**config.mk**
```make
export PLATFORM = sky130hd
export DESIGN_NAME = freq_sweep_ctrl_flat
export DESIGN_NICKNAME = d
export VERILOG_FILES = /design/src/rtl/freq_sweep_ctrl_if.sv /design/src/rtl/freq_sweep_ctrl.sv /design/src/flat_wrapper.sv
export SDC_FILE = /design/constraint.sdc
export NUM_CORES = 1
export LEC_CHECK = 0
export ABC_AREA = 1
export ABC_CLOCK_PERIOD_IN_PS = 6400
export BUFFER_PORTS_ARGS = -buffer_cell sky130_fd_sc_hd__buf_2
export CAP_MARGIN = 20
export CORE_MARGIN = 2
export CORE_UTILIZATION = 45
export CTS_CLUSTER_DIAMETER = 200
export DETAILED_ROUTE_END_ITERATION = 10
export PLACE_DENSITY_LB_ADDON = 0.15
export RECOVER_POWER = 25
export SLEW_MARGIN = 5
export SYNTH_ARGS = -nofsm -noshare
export SYNTH_HDL_FRONTEND = slang
export SYNTH_SLANG_ARGS = --single-unit
```
**constraint.sdc**
```tcl
create_clock -name CLK -period 6.4 [get_ports CLK]
set_clock_uncertainty 0.1 [all_clocks]
set_input_delay 0 -clock CLK [delete_from_list [all_inputs] [get_ports CLK]]
set_output_delay 0 -clock CLK [all_outputs]
set_load 0.01 [all_outputs]
```
**src/rtl/freq_sweep_ctrl_if.sv**
```systemverilog
// Control/status bundle between the MCU register block (master) and freq_sweep_ctrl (slave).
// Carries the sweep setup, start/abort pulses and the registered tuning-word outputs.
interface freq_sweep_ctrl_if #(
    parameter int DWELL_W = 24
);
    logic               START;
    logic               STOP;
    logic               MODE;
    logic [31:0]        START_W;
    logic [31:0]        STOP_W;
    logic [31:0]        STEP_W;
    logic [DWELL_W-1:0] DWELL;
    logic [15:0]        FREQH_W;
    logic [15:0]        FREQL_W;
    logic               EN_OUT;
    logic               BUSY;
    logic               DONE;

    modport master (
        output START, STOP, MODE, START_W, STOP_W, STEP_W, DWELL,
        input  FREQH_W, FREQL_W, EN_OUT, BUSY, DONE
    );

    modport slave (
        input  START, STOP, MODE, START_W, STOP_W, STEP_W, DWELL,
        output FREQH_W, FREQL_W, EN_OUT, BUSY, DONE
    );
endinterface

```
**src/rtl/freq_sweep_ctrl.sv**
```systemverilog
// Frequency sweep controller: steps a 32-bit tuning word START_W..STOP_W, D cycles per point.
// Define FREQ_SWEEP_TRI_EN to make continuous mode (MODE=1) a triangle sweep instead of sawtooth.
module freq_sweep_ctrl #(
    parameter int DWELL_W = 24
) (
    input logic              CLK,
    input logic              RST,
    freq_sweep_ctrl_if.slave bus
);

    typedef enum logic {
        IDLE,
        DWELL
    } state_t;

    state_t             state_q, state_d;
    logic [31:0]        word_q, word_d;
    logic [31:0]        start_q, start_d;
    logic [31:0]        stop_q, stop_d;
    logic [31:0]        step_q, step_d;
    logic [DWELL_W-1:0] cnt_q, cnt_d;
    logic [DWELL_W-1:0] last_q, last_d;
    logic               mode_q, mode_d;
    logic               en_q, en_d;
    logic               busy_q, busy_d;
    logic               done_q, done_d;
    logic [32:0]        sum;
    logic [31:0]        inc_word;
`ifdef FREQ_SWEEP_TRI_EN
    logic               down_q, down_d;
    logic [32:0]        diff;
    logic [31:0]        dec_word;
`endif

    // Upward step, saturating at the stop word on overshoot or 32-bit carry.
    assign sum      = {1'b0, word_q} + {1'b0, step_q};
    assign inc_word = (sum[32] || (sum[31:0] >= stop_q)) ? stop_q : sum[31:0];
`ifdef FREQ_SWEEP_TRI_EN
    assign diff     = {1'b0, word_q} - {1'b0, step_q};
    assign dec_word = (diff[32] || (diff[31:0] < start_q)) ? start_q : diff[31:0];
`endif

    always_comb begin
        // NOTE: every signal gets its hold value first so no path through this block can infer a latch.
        state_d = state_q;
        word_d  = word_q;
        start_d = start_q;
        stop_d  = stop_q;
        step_d  = step_q;
        cnt_d   = cnt_q;
        last_d  = last_q;
        mode_d  = mode_q;
        en_d    = en_q;
        busy_d  = busy_q;
        done_d  = 1'b0;
`ifdef FREQ_SWEEP_TRI_EN
        down_d  = down_q;
`endif
        if (bus.STOP) begin
            state_d = IDLE;
            busy_d  = 1'b0;
            en_d    = 1'b0;
            cnt_d   = '0;
`ifdef FREQ_SWEEP_TRI_EN
            down_d  = 1'b0;
`endif
        end else begin
            unique case (state_q)
                IDLE: begin
                    if (bus.START) begin
                        start_d = bus.START_W;
                        stop_d  = bus.STOP_W;
                        step_d  = (bus.STEP_W == 32'd0) ? 32'd1 : bus.STEP_W;
                        last_d  = (bus.DWELL == '0) ? '0 : bus.DWELL - DWELL_W'(1);
                        mode_d  = bus.MODE;
                        word_d  = (bus.START_W >= bus.STOP_W) ? bus.STOP_W : bus.START_W;
                        cnt_d   = '0;
                        en_d    = 1'b1;
                        busy_d  = 1'b1;
                        state_d = DWELL;
`ifdef FREQ_SWEEP_TRI_EN
                        down_d  = 1'b0;
`endif
                    end
                end
                DWELL: begin
                    if (cnt_q != last_q) begin
                        cnt_d = cnt_q + DWELL_W'(1);
                    end else begin
                        cnt_d = '0;
`ifdef FREQ_SWEEP_TRI_EN
                        if (mode_q && down_q) begin
                            // Reversal at START_W steps straight up so the endpoint is held once.
                            if (word_q == start_q) begin
                                down_d = 1'b0;
                                word_d = inc_word;
                            end else begin
                                word_d = dec_word;
                            end
                        end else
`endif
                        if (word_q != stop_q) begin
                            word_d = inc_word;
                        end else if (!mode_q) begin
                            busy_d  = 1'b0;
                            done_d  = 1'b1;
                            state_d = IDLE;
                        end else begin
`ifdef FREQ_SWEEP_TRI_EN
                            down_d = 1'b1;
                            word_d = dec_word;
`else
                            word_d = start_q;
`endif
                        end
                    end
                end
                default: state_d = IDLE;
            endcase
        end
    end

    always_ff @(posedge CLK or posedge RST) begin
        if (RST) begin
            state_q <= IDLE;
            word_q  <= '0;
            start_q <= '0;
            stop_q  <= '0;
            step_q  <= '0;
            cnt_q   <= '0;
            last_q  <= '0;
            mode_q  <= 1'b0;
            en_q    <= 1'b0;
            busy_q  <= 1'b0;
            done_q  <= 1'b0;
`ifdef FREQ_SWEEP_TRI_EN
            down_q  <= 1'b0;
`endif
        end else begin
            // NOTE: non-blocking updates make every register see the same pre-edge values.
            state_q <= state_d;
            word_q  <= word_d;
            start_q <= start_d;
            stop_q  <= stop_d;
            step_q  <= step_d;
            cnt_q   <= cnt_d;
            last_q  <= last_d;
            mode_q  <= mode_d;
            en_q    <= en_d;
            busy_q  <= busy_d;
            done_q  <= done_d;
`ifdef FREQ_SWEEP_TRI_EN
            down_q  <= down_d;
`endif
        end
    end

    // Both halves come from the same register, so H/L can never be torn.
    assign bus.FREQH_W = word_q[31:16];
    assign bus.FREQL_W = word_q[15:0];
    assign bus.EN_OUT  = en_q;
    assign bus.BUSY    = busy_q;
    assign bus.DONE    = done_q;

endmodule

```
**src/flat_wrapper.sv**
```systemverilog
// flat-port wrapper written by rule: the top's interface ports become plain ports
module freq_sweep_ctrl_flat 
#(
    parameter int DWELL_W = 24
)
  (CLK, RST, bus_START, bus_STOP, bus_MODE, bus_START_W, bus_STOP_W, bus_STEP_W, bus_DWELL, bus_FREQH_W, bus_FREQL_W, bus_EN_OUT, bus_BUSY, bus_DONE);
  freq_sweep_ctrl_if #(.DWELL_W(DWELL_W)) bus_i ();
  input logic CLK;
  input logic RST;
  input wire logic [$bits(bus_i.START)-1:0] bus_START;
  input wire logic [$bits(bus_i.STOP)-1:0] bus_STOP;
  input wire logic [$bits(bus_i.MODE)-1:0] bus_MODE;
  input wire logic [$bits(bus_i.START_W)-1:0] bus_START_W;
  input wire logic [$bits(bus_i.STOP_W)-1:0] bus_STOP_W;
  input wire logic [$bits(bus_i.STEP_W)-1:0] bus_STEP_W;
  input wire logic [$bits(bus_i.DWELL)-1:0] bus_DWELL;
  output wire logic [$bits(bus_i.FREQH_W)-1:0] bus_FREQH_W;
  output wire logic [$bits(bus_i.FREQL_W)-1:0] bus_FREQL_W;
  output wire logic [$bits(bus_i.EN_OUT)-1:0] bus_EN_OUT;
  output wire logic [$bits(bus_i.BUSY)-1:0] bus_BUSY;
  output wire logic [$bits(bus_i.DONE)-1:0] bus_DONE;
  assign bus_i.START = bus_START;
  assign bus_i.STOP = bus_STOP;
  assign bus_i.MODE = bus_MODE;
  assign bus_i.START_W = bus_START_W;
  assign bus_i.STOP_W = bus_STOP_W;
  assign bus_i.STEP_W = bus_STEP_W;
  assign bus_i.DWELL = bus_DWELL;
  assign bus_FREQH_W = bus_i.FREQH_W;
  assign bus_FREQL_W = bus_i.FREQL_W;
  assign bus_EN_OUT = bus_i.EN_OUT;
  assign bus_BUSY = bus_i.BUSY;
  assign bus_DONE = bus_i.DONE;
  freq_sweep_ctrl #(.DWELL_W(DWELL_W)) u_core (.CLK(CLK), .RST(RST), .bus(bus_i));
endmodule
```
==> results.sh <==
export IMPL_layoutNonFillerInstCount=2837
export IMPL_synth_seq_cells=181
export IMPL_htree_levels=4
export IMPL_cts_tree="built"
export IMPL_die_width_um=183
export IMPL_hold_viol_final=0
export IMPL_yosysMostFrequentCell="nand2_1"
export IMPL_sequentialPowerShare_pct=26.5
export IMPL_cp_start_kind="flop"
export IMPL_fin_crit_sh_pct=81.6
export IMPL_fmax_mhz=192
export IMPL_vias=14630
export IMPL_core_sq_mm=0.0315
export IMPL_netlist_area_sq_mm=0.0144
export IMPL_cp_end_kind="flop"
export IMPL_die_y_um=183
export IMPL_grt_overflow=0
export IMPL_power_switching_mw=3.51
export IMPL_clock_latency_ps=460
export IMPL_grt_pass1_vias=13911
export IMPL_wire_per_inst_um=15.9
export IMPL_seq_area_frac_synth_pct=31.5
export IMPL_pwr_share_comb_pct=58.1
export IMPL_worstMarginPinSlew_ps=2210
export IMPL_syn_area_per_cell_sq_um=6.66
export IMPL_switching_share_pct=49.6
export IMPL_synth_commonest_cells="nand2_1 (782), inv_1 (296), dfrtp_1 (181)"
export IMPL_place_congestion=0.969
export IMPL_path_class="reg2reg"
export IMPL_cp_max_fo=32
export IMPL_pwr_share_clk_pct=15.4
export IMPL_cts_root_buf="clkbuf_16"
export IMPL_arrival_ps=5460
export IMPL_vdd_ir_drop_max_uv=237
export IMPL_power_density_mw_per_mm2=408
export IMPL_min_path_type="in2reg"
export IMPL_synth_area_leader_cell="dfrtp_1"
export IMPL_synth_area_leaders="dfrtp_1 (32%), nand2_1 (20%), ha_1 (8.5%)"
export IMPL_grt_pass1_wl_um=72600
export IMPL_setup_violations=0
export IMPL_drt_initial_drc_count=974
export IMPL_drc=0
export IMPL_slew_viol_final=186
export IMPL_rows=65
export IMPL_synth_top_area_share_pct=31.5
export IMPL_first_pass_iters=5
export IMPL_outcome="complete, but fails checks"
export IMPL_io_pins=160
export IMPL_path_clk_slew_ps=80
export IMPL_postCtsSetupBuffers=0
export IMPL_required_ps=6640
export IMPL_grt_usage_pct=27.4
export IMPL_grt_setup_unrepaired="false"
export IMPL_num_antenna_cells=0
export IMPL_synth_nets=2383
export IMPL_max_slew_margin_pct=-48.2
export IMPL_drive_above_1_share_pct=10.4
export IMPL_violations="max-capacitance violations, max-slew violations"
export IMPL_synth_ff_type="dfrtp_1"
export IMPL_maxCapViolations=3
export IMPL_port_buffers=159
export IMPL_area_delta_synth_final_pct=20.8
export IMPL_nets=2646
export IMPL_fin_setup_tns_ps=0
export IMPL_power_leakage_nw=9.41
export IMPL_p_int_mw=3.57
export IMPL_antenna_found_initial=0
export IMPL_die_area_sq_mm=0.0334
export IMPL_period_minus_slack_ps=5220
export IMPL_start_util_pct=45.7
export IMPL_drtAntennaViolNets=0
export IMPL_grt_max_degree=100
export IMPL_yosysUniqueCellTypes=48
export IMPL_cts_resized=0
export IMPL_dp_cells=2665
export IMPL_async_reset_ff_share_pct=100
export IMPL_synth_edf_count=0
export IMPL_drt_total_wl_um=45200
export IMPL_viasPerCell=5.16
export IMPL_syn_inst=2159
export IMPL_cts_made_buffers=17
export IMPL_cts_sinks=181
export IMPL_dp_hpwl_um=32700
export IMPL_clock_path_buffers=2
export IMPL_yosys_warnings=0
[layout make-up]
class / count / area [sq um]
clock buffers: 19 / 433
clock inverters: 13 / 149
fillers: 3045 / 14100
inverters: 319 / 1200
multi-input cells: 1592 / 8310
flip-flops and latches: 181 / 4530
well taps: 402 / 503
repair buffers: 311 / 2240
[path summary, 6_finish.rpt]
check / cells after the start / endpoint / startpoint / slack, ps
max in group asynchronous: 4 / u_core.step_q[0] / RST / 3030
min in group asynchronous: 3 / u_core.cnt_q[0] / RST / 570
worst max-delay path: 27 / u_core.word_q[26] / u_core.word_q[0] / 1180
worst min register to register: 2 / u_core.start_q[18] / u_core.start_q[18] / 380
worst min-delay path: 3 / u_core.last_q[0] / bus_DWELL[0] / 180
worst max register to register: 27 / u_core.word_q[26] / u_core.word_q[0] / 1180
[metrics by stage]
stage                     power, mW  util (%)  hold WS (ps)  cell area (sq um)  setup WS, ps
after floorplan                4.82         -         -29.1              14400          1380
after global placement         5.81      49.0         -39.1              15400          1360
after detailed placement       5.90      49.0         -40.3              15400          1300
after CTS                      7.09      55.3          21.7              17400          1260
after global routing           7.78      55.2           196              17400           724
final                          7.08      55.2           184              17400          1180
[cell usage in the layout, fill, tap and decap left out, types with 5 or more instances in the layout]
master / netlist / final
a21oi_1: 52 / 52
buf_2: 14 / 124
buf_4: 5 / 10
clkbuf_1: 42 / 37
clkbuf_16: 0 / 17
clkinv_1: 5 / 5
dfrtp_1: 181 / 181
dlygate4sd3_1: 0 / 140
ha_1: 98 / 98
inv_1: 296 / 295
inv_2: 17 / 17
nand2_1: 782 / 781
nand2_2: 10 / 10
nand3_1: 158 / 158
nand3_2: 7 / 7
nand4_1: 49 / 49
nor2_1: 125 / 125
nor2_2: 7 / 7
nor2_4: 9 / 9
nor3_1: 7 / 7
nor4_1: 10 / 10
o21ai_0: 122 / 122
o21ai_1: 9 / 9
o21ai_2: 13 / 13
o22ai_1: 9 / 9
o22ai_2: 8 / 8
or2_1: 6 / 6
xnor2_1: 22 / 22
xor2_1: 54 / 54
[cells by family (layout without fill, tap and decap cells)]
family / count (synthesis) / count (layout) / share of synthesized area, %
AO/OA/AOI/OAI: 228 / 228 / 9.04
flip-flops: 181 / 181 / 31.5
XOR/XNOR: 76 / 76 / 4.63
adder cells (fa/ha/maj): 99 / 99 / 8.67
buffers and inverters: 386 / 662 / 10.7
AND/OR/NAND/NOR: 1189 / 1189 / 35.4
[metal layers]
| layer | routed length [um] | part of all wire, % | global-route usage, % | vias to the layer above |
|---|---|---|---|---|
| met5 | 0 | 0 | 0 | - |
| met4 | 1150 | 2.5 | 8.74 | 0 |
| met3 | 2320 | 5.1 | 3.57 | 72 |
| met2 | 21000 | 46 | 45.2 | 470 |
| met1 | 20700 | 46 | 37.4 | 6750 |
| li1 | - | - | - | 7338 |
[worst max-delay path: stages, from the launching register on]
cell and delay, ps:
dfrtp_1 440, ha_1 270, fa_1 450, nand3_1 110, nand3_2 140, nand2_1 90
nand2_1 120, nand2_1 90, nand2_1 100, nand2_1 110, nand2_1 60, nand2_1 60
nand2_1 90, ha_1 290, nand2_1 80, inv_2 40, nand3_1 100, nor2_1 90
inv_1 60, nor2_1 60, nand2_1 650, nand3_2 890, nand2_1 230, nand3_1 110
nand2_1 90, nand2_1 50, nand2_1 60, nand2_1 60
[power by group through the flow]
stage | logic [mW] | registers [mW] | clock network (mW)
floorplan | 3.05 | 1.77 | 0
global placement | 3.94 | 1.87 | 0
detailed placement | 4.03 | 1.88 | 0
CTS | 4.12 | 1.86 | 1.11
global route | 4.72 | 1.91 | 1.15
finish | 4.11 | 1.87 | 1.09
[state kept, by name, summed over array words and instances, names as in the netlist]
register           cells
u_core.step_q         32
u_core.stop_q         32
u_core.start_q        32
u_core.state_q         1
u_core.word_q         32
u_core.bus.EN_OUT      1
u_core.bus.DONE        1
u_core.bus.BUSY        1
u_core.last_q         24
u_core.mode_q          1
u_core.cnt_q          24
[timing repair]
| item | CTS | global route |
|---|---|---|
| endpoints found under the hold margin | 206 | 0 |
| hold buffers | 140 | 0 |
| endpoints found under the setup margin | 0 | 0 |
(Power assumes the default switching activity.)
